### src/rtl/mem_stage_pkg.sv
// Shared types and constants for the MEM pipeline stage.
package mem_stage_pkg;

  localparam int DATA_W = 32;
  localparam int ADDR_W = 5;

  // Load-op encoding carried from EX; 6 and 7 are treated as "no load".
  typedef enum logic [2:0] {
    LD_NONE = 3'd0,
    LD_B    = 3'd1,
    LD_H    = 3'd2,
    LD_W    = 3'd3,
    LD_BU   = 3'd4,
    LD_HU   = 3'd5
  } load_op_e;

  localparam logic [3:0] RF_WE_ALL = 4'b1111;

  // True for the five real load encodings only.
  function automatic logic is_load_op(input logic [2:0] op);
    return (op == LD_B) || (op == LD_H) || (op == LD_W) ||
           (op == LD_BU) || (op == LD_HU);
  endfunction

endpackage

### src/rtl/mem_load_align.sv
// Picks the addressed byte/half out of a load word and sign/zero extends it.
// Assumes a 32-bit data word (four byte lanes).
module mem_load_align
  import mem_stage_pkg::*;
(
  input  logic [DATA_W-1:0] rdata_i,
  input  logic [1:0]        off_i,
  input  logic [2:0]        load_op_i,
  output logic [DATA_W-1:0] data_o
);

  logic [7:0]  byte_sel;
  logic [15:0] half_sel;

  // Lane select, then extension by load type. Half loads ignore off[0]
  // because upstream guarantees alignment.
  always_comb begin
    byte_sel = rdata_i[7:0];
    case (off_i)
      2'd1:    byte_sel = rdata_i[15:8];
      2'd2:    byte_sel = rdata_i[23:16];
      2'd3:    byte_sel = rdata_i[31:24];
      default: byte_sel = rdata_i[7:0];
    endcase
    half_sel = off_i[1] ? rdata_i[31:16] : rdata_i[15:0];
    case (load_op_i)
      LD_B:    data_o = {{(DATA_W-8){byte_sel[7]}}, byte_sel};
      LD_BU:   data_o = {{(DATA_W-8){1'b0}}, byte_sel};
      LD_H:    data_o = {{(DATA_W-16){half_sel[15]}}, half_sel};
      LD_HU:   data_o = {{(DATA_W-16){1'b0}}, half_sel};
      default: data_o = rdata_i;
    endcase
  end

endmodule

### src/rtl/mem_stage.sv
// MEM pipeline stage: holds one instruction from EX, waits for load data,
// aligns it and hands the register-file write bundle to WB.
module mem_stage
  import mem_stage_pkg::*;
#(
  parameter int ADDR_W = mem_stage_pkg::ADDR_W,
  parameter int DATA_W = mem_stage_pkg::DATA_W
) (
  input  logic              clk,
  input  logic              reset,
  input  logic              ex_to_mem_valid,
  output logic              mem_allow_in,
  input  logic [31:0]       ex_pc,
  input  logic              ex_rf_we,
  input  logic [ADDR_W-1:0] ex_rf_waddr,
  input  logic [DATA_W-1:0] ex_alu_result,
  input  logic [2:0]        ex_load_op,
  input  logic              data_sram_data_ok,
  input  logic [DATA_W-1:0] data_sram_rdata,
  output logic              to_wb_valid,
  input  logic              wb_allow_in,
  output logic [31:0]       wb_pc,
  output logic [3:0]        wb_rf_we,
  output logic [ADDR_W-1:0] wb_rf_waddr,
  output logic [DATA_W-1:0] wb_rf_wdata,
  output logic              mem_fwd_we,
  output logic [ADDR_W-1:0] mem_fwd_waddr,
  output logic [DATA_W-1:0] mem_fwd_wdata,
  output logic              mem_fwd_busy
);

  logic              mem_valid_q, mem_valid_d;
  logic              data_got_q, data_got_d;
  logic [DATA_W-1:0] rdata_buf_q, rdata_buf_d;
  logic [31:0]       pc_q;
  logic              rf_we_q;
  logic [ADDR_W-1:0] waddr_q;
  logic [DATA_W-1:0] alu_q;
  logic [2:0]        load_op_q;

  logic              is_load, ready_go;
  logic [DATA_W-1:0] load_raw, load_aligned;

  assign is_load  = is_load_op(load_op_q);
  assign ready_go = !is_load | data_got_q | data_sram_data_ok;

  assign mem_allow_in = !mem_valid_q | (ready_go & wb_allow_in);
  assign to_wb_valid  = mem_valid_q & ready_go;

  // Once buffered, the held word wins over whatever the SRAM bus shows now.
  assign load_raw = data_got_q ? rdata_buf_q : data_sram_rdata;

  mem_load_align u_align (
    .rdata_i   (load_raw),
    .off_i     (alu_q[1:0]),
    .load_op_i (load_op_q),
    .data_o    (load_aligned)
  );

  assign wb_pc       = pc_q;
  assign wb_rf_waddr = waddr_q;
  assign wb_rf_wdata = is_load ? load_aligned : alu_q;
  assign wb_rf_we    = (mem_valid_q & rf_we_q) ? RF_WE_ALL : 4'b0000;

  assign mem_fwd_we    = mem_valid_q & rf_we_q & (waddr_q != '0);
  assign mem_fwd_waddr = waddr_q;
  assign mem_fwd_wdata = wb_rf_wdata;
  assign mem_fwd_busy  = mem_fwd_we & is_load & !ready_go;

  // Next state: advance clears the buffer flag; a load response that WB
  // cannot take yet is parked in rdata_buf. Stray data_ok is ignored.
  always_comb begin
    mem_valid_d = mem_valid_q;
    data_got_d  = data_got_q;
    rdata_buf_d = rdata_buf_q;
    if (mem_allow_in) begin
      mem_valid_d = ex_to_mem_valid;
      data_got_d  = 1'b0;
    end else if (mem_valid_q & is_load & !data_got_q & data_sram_data_ok) begin
      data_got_d  = 1'b1;
      rdata_buf_d = data_sram_rdata;
    end
  end

  // State and payload registers with synchronous reset.
  always_ff @(posedge clk) begin
    if (reset) begin
      mem_valid_q <= 1'b0;
      data_got_q  <= 1'b0;
      rdata_buf_q <= '0;
      pc_q        <= '0;
      rf_we_q     <= 1'b0;
      waddr_q     <= '0;
      alu_q       <= '0;
      load_op_q   <= '0;
    end else begin
      mem_valid_q <= mem_valid_d;
      data_got_q  <= data_got_d;
      rdata_buf_q <= rdata_buf_d;
      if (ex_to_mem_valid & mem_allow_in) begin
        pc_q      <= ex_pc;
        rf_we_q   <= ex_rf_we;
        waddr_q   <= ex_rf_waddr;
        alu_q     <= ex_alu_result;
        load_op_q <= ex_load_op;
      end
    end
  end

endmodule

### config.mk
export PLATFORM = sky130hd
export DESIGN_NAME = mem_stage
export DESIGN_NICKNAME = d
export VERILOG_FILES = /design/src/rtl/mem_stage_pkg.sv /design/src/rtl/mem_load_align.sv /design/src/rtl/mem_stage.sv
export SDC_FILE = /design/constraint.sdc
export NUM_CORES = 1
export LEC_CHECK = 0
export BUFFER_PORTS_ARGS = -buffer_cell sky130_fd_sc_hd__buf_2
export CAP_MARGIN = 20
export CORE_ASPECT_RATIO = 0.8
export CORE_MARGIN = 5
export CORE_UTILIZATION = 30
export DETAILED_ROUTE_END_ITERATION = 16
export PLACE_DENSITY = 0.53
export SLEW_MARGIN = 20
export SYNTH_ARGS = -nofsm -noshare
export SYNTH_HDL_FRONTEND = slang
export SYNTH_SLANG_ARGS = --single-unit
### constraint.sdc
create_clock -name clk -period 2.3 [get_ports clk]
set_clock_uncertainty 0.05 [all_clocks]
set_input_delay 0.46 -clock clk [delete_from_list [all_inputs] [get_ports clk]]
set_output_delay 0.46 -clock clk [all_outputs]
set_load 0.03 [all_outputs]
======== After elaboration in Yosys (flattened, before gate mapping) ========
Index checks and enable logic that the tools add are counted.
operators by class
  equal/unequal tests ..................... 8
  muxes and demuxes ....................... 6
  bitwise logic cells ..................... 14
  reduce and logical (&&, ||, !) cells .... 11
operators with widths
  operator                                             number
  case mux 32 bit (4 select lines)                     1
  2-to-1 mux 32 bit                                    2
  case mux 8 bit (3 select lines)                      1
  2-to-1 mux 16 bit                                    1
  bitwise AND 1 bit                                    10
  equality test 3 x 2 -> 1 bit, second input constant  2
  equality test 3 bit, second input constant           2
  nonzero test 5 bit                                   1
  equality test 2 bit, second input constant           2
  zero test 1 bit                                      4
  logical OR 1 bit                                     4
  2-to-1 mux 4 bit                                     1
  equality test 3 x 1 -> 1 bit, second input constant  1
  bitwise OR 1 bit                                     3
  equality test 2 x 1 -> 1 bit, second input constant  1
  AND reduction 2 bit                                  1
  OR reduction 2 bit                                   1
  NOT 1 bit                                            1
storage, ports and cells
  bits in registers ....................... 107
  input bits .............................. 110
  output and inout port bits .............. 114
  word-level logic and storage cells ...... 47

======== Longest topological paths before layout ========
  depth after elaboration ................. 12
  mapped depth ............................ 10
  depth with buffers taken out ............ 5

======== Cells and area by module ========
A second synthesis with hierarchy kept.
second synthesis, totals
  cells, all modules ...................... 732
  area, all modules ....................... 6710.2 µm²
modules (own cells, without submodules)
  module          times used  cells an instance  area an instance (µm²)  sequential area each (µm²)
  mem_stage       1           605                5795.6                  2142.1
  mem_load_align  1           127                914.6                   0.0

======== Least setup slack after synthesis ========
No wires, ideal clock.
  kind .................................... flip-flop to output port
  start point ............................. register data_got_q
  end point ............................... output port wb_rf_wdata[13]
  data arrival time ....................... 2.632 ns
  data required time ...................... 1.790 ns
  setup slack ............................. -0.842 ns
  stages on the path, launching flop included .. 9
  path buffers ............................ 3
  cells stage by stage .................... dfxtp_1 > buf_6 > buf_12 > mux2i_1 > mux4_2 > o21ai_4 > a21oi_1 > o31ai_1 > buf_4
between the ends
  longest elaborated chain between the ends .. 4
  elaborated cells between the ends (all ways) .. 5
  those cells by class .................... mux: 5
ends and longest elaborated chain
  item                                                                  line                                        RTL
  from (decl)                                                           mem_stage.sv:33                             logic data_got_q, data_got_d;
  from (signal assigned)                                                mem_stage.sv:98                             data_got_q <= data_got_d;
  2-to-1 mux 32 bit (*)                                                 mem_stage.sv:51                             assign load_raw = data_got_q ? rdata_buf_q : data_sram_rdata;
  case mux 8 bit (3 select lines) or 2-to-1 mux 16 bit (tied branches)  mem_load_align.sv:19, mem_load_align.sv:25
  case mux 32 bit (4 select lines) (*)                                  mem_load_align.sv:26                        case (load_op_i)
  2-to-1 mux 32 bit (*)                                                 mem_stage.sv:62                             assign wb_rf_wdata = is_load ? load_aligned : alu_q;
  to (decl)                                                             mem_stage.sv:25                             output logic [DATA_W-1:0] wb_rf_wdata,
Every way passes the cells marked *; elsewhere a longest branch is shown, timed or not.

======== Final worst setup path ========
  start point ............................. register data_got_q
  end point ............................... output port wb_rf_wdata[15]
The elaborated chain is that of the path after synthesis.

==> flow_summary.yaml <==
clock_network:
  holdBufCountCts: 0
  htreeDepth: 3
  cts_root_buf: "clkbuf_16"
  clk_pin_slew_ps: 90
  cts.sinks: 107
  max-clock-path-buffers: 2
  tritoncts.num_buffers: 9
  cts_tree: "built"
  clk_latency_ps: 370
routing:
  drtIter0Drc: 362
  dr.pass1.iters: 5
  routed_via_density: 4.725
  ant_nets: 0
  num_vias: 5575
  drc: 0
  wirelength_um: 20120
  wl_per_cell_um: 17.05
flow_run:
  cap_violations: 0
synth:
  yosysTopAreaCell: "dfxtp_1"
  synth_commonest_cells: "107 x dfxtp_1, 99 x nor2_1, 96 x mux2i_1, 96 x nand2_1, 57 x a21oi_1"
  avgSynthCellArea_um2: 8.608
  synthCells: 665
  synthTopCellsByArea: "dfxtp_1 37%, mux2i_1 17%, nor2_1 6.5%"
  netlist.area_leader.share_pct: 37.42
  synth_area_mm2: 0.005724
  ys_async_sr_fraction_pct: 0
  ys_types: 44
  ys_seq_area_share_pct: 37.42
  yosysMostFrequentCell: "dfxtp_1"
  synth_nets: 775
  synth_warnings: 0
  ys_seq_elements: 107
  synth_enable_flop_cells: 0
  ys_dominant_reg_cell: "dfxtp_1"
critical_path:
  crit_arrival_ps: 2330
  crit_fanout: 8
  cp_slowest_cell: "mux4_2"
  crit_type: "flop to output pin"
  start_kind: "flop"
  cp.required_ps: 1790
  slowest_delay_ps: 560
  crit_chain: "mux2i_2 > mux4_2 > o21ai_4 > a21oi_1 > a211oi_4 > buf_2"
  cp-end-kind: "output pin"
cells_and_area:
  fillers: 1859
  n_antenna_cell: 0
  drive_gt1_share_pct: 48.26
  fin_util_pct: 47.41
  design_area_mm2: 0.008942
  fin_nets: 1027
  area_delta_synth_final_pct: 56.22
  finalNonFillerCells: 1180
sta:
  tns_ps: -27820
  max_freq_ghz: 0.3527
  hold_slack_ps: 263.2
  worst_slack_ps: -535.3
  fin_crit_sh_pct: 123.3
  setup-violations-final: 66
  slew_headroom_pct: 59.22
  rsz0062_at_grt: "true"
  hold_viol_final: 0
  slew_viol_final: 0
  worst_pin_slew_ps: 611.6
  period_needed_ps: 2835
floorplanning:
  rows: 45
  coreArea_mm2: 0.01886
  dieArea_mm2: 0.02196
  initial_utilization_pct: 30.35
  die_x_um: 164.4
  die_h_um: 133.6
  ioPinCount: 224
placed_design:
  place_area_mm2: 0.007727
  port_buffers: 223
  dp.final_hpwl_um: 14720
  dp.cells: 1141
  place_congestion: 0.8226
min_path:
  hold_class: "primary input to flop"
power_and_ir_drop:
  vdd_drop_max_mv: 0.3879
  p_leak_uw: 0.003918
  power_density_mw_per_mm2: 677.2
global_route:
  grt_util_met1_pct: 23.96
  grt_usage_pct: 17.63
  antenna_found_initial: 5
  grt_busiest_layer: "met2"
  grtUsageMet3_pct: 5.165
  grt_pass1_wl_um: 30620
  grt_pass1_vias: 5672
  met2_usage_pct: 27.88
  grt-ovfl-total: 0
  grt_max_degree: 50
outcome:
  violations: "negative setup slack"
  status: "finished with violations"
## layout by cell type, fill, tap and decap left out, drive strengths merged, types with 6 or more instances in the layout
cell type,count
o21ai,19
buf,328
a211oi,7
mux2,8
inv,6
mux4,11
dfxtp,107
and3,7
nor2,99
a21oi,57
mux2i,96
clkbuf,13
o22ai,7
nand2,96
o22a,16
## flip-flops by register name (all words and copies together), names as in the netlist
signal	flops
alu_q	32
data_got_q	1
load_op_q	3
mem_fwd_waddr	5
mem_valid_q	1
rdata_buf_q	32
rf_we_q	1
wb_pc	32
## power by group
group | internal, µW | switching (µW)
logic | 1110 | 1350
clock network | 772 | 818
registers | 1940 | 63.6
## routing by layer
metal  up-vias  wire [µm]
met5         -         69
met4        10        117
met3        19       1513
met2       189       9160
met1      2581       9256
li1       2776          -
## cell type report
cell class | instances | area, µm² | share of cell area, %
tap | 258 | 322.8 | 3.610
clock buffer | 10 | 229.0 | 2.561
inverter | 2 | 7.507 | 0.08395
sequential | 107 | 2153 | 24.08
clock inverter | 6 | 65.06 | 0.7276
timing repair buffer | 332 | 2611 | 29.20
multi-input combinational | 465 | 3553 | 39.74
## path summary, 6_finish.rpt
check	from	to	slack, ps	cells after the start
setup / recovery	data_got_q	wb_rf_wdata[15]	-540	6
hold / removal	ex_alu_result[30]	alu_q[30]	260	3
hold reg to reg	rdata_buf_q[4]	rdata_buf_q[4]	410	2
setup reg to reg	data_got_q	wb_pc[17]	130	11
## metrics by stage
stage	setup slack [ps]	power, µW
floorplan	-360.7	3585
global placement	-273.1	4112
detailed placement	-287.7	4117
CTS	-542.5	6054
global route	-620.8	6329
finish	-535.3	6056
## repair_timing
action	in CTS	in global routing
resized for setup	160	38
setup endpoints to repair	90	96
pin swaps	15	23
endpoints found under the hold margin	0	0
cloned	1	3
buffers inserted	12	12
## cell families (layout without fill, tap and decap cells)
group                     count (synthesis)  after routing  share of synthesized area [%]
buffers and inverters                    93            350                          9.596
muxes                                   115            115                          22.69
DFF                                     107            107                          37.42
and+or+nand+nor                         221            221                          15.67
AOI/OAI and AO/OA                       127            127                          14.32
xor gates and xnor gates                  2              2                         0.3061
## critical path, delay by kind of cell (launching register included)
family	cells	cell delay, ps
mux	2	730
compound gates	3	580
flops	1	400
buf+inv	1	240
Power figures use the tool's default switching activity.
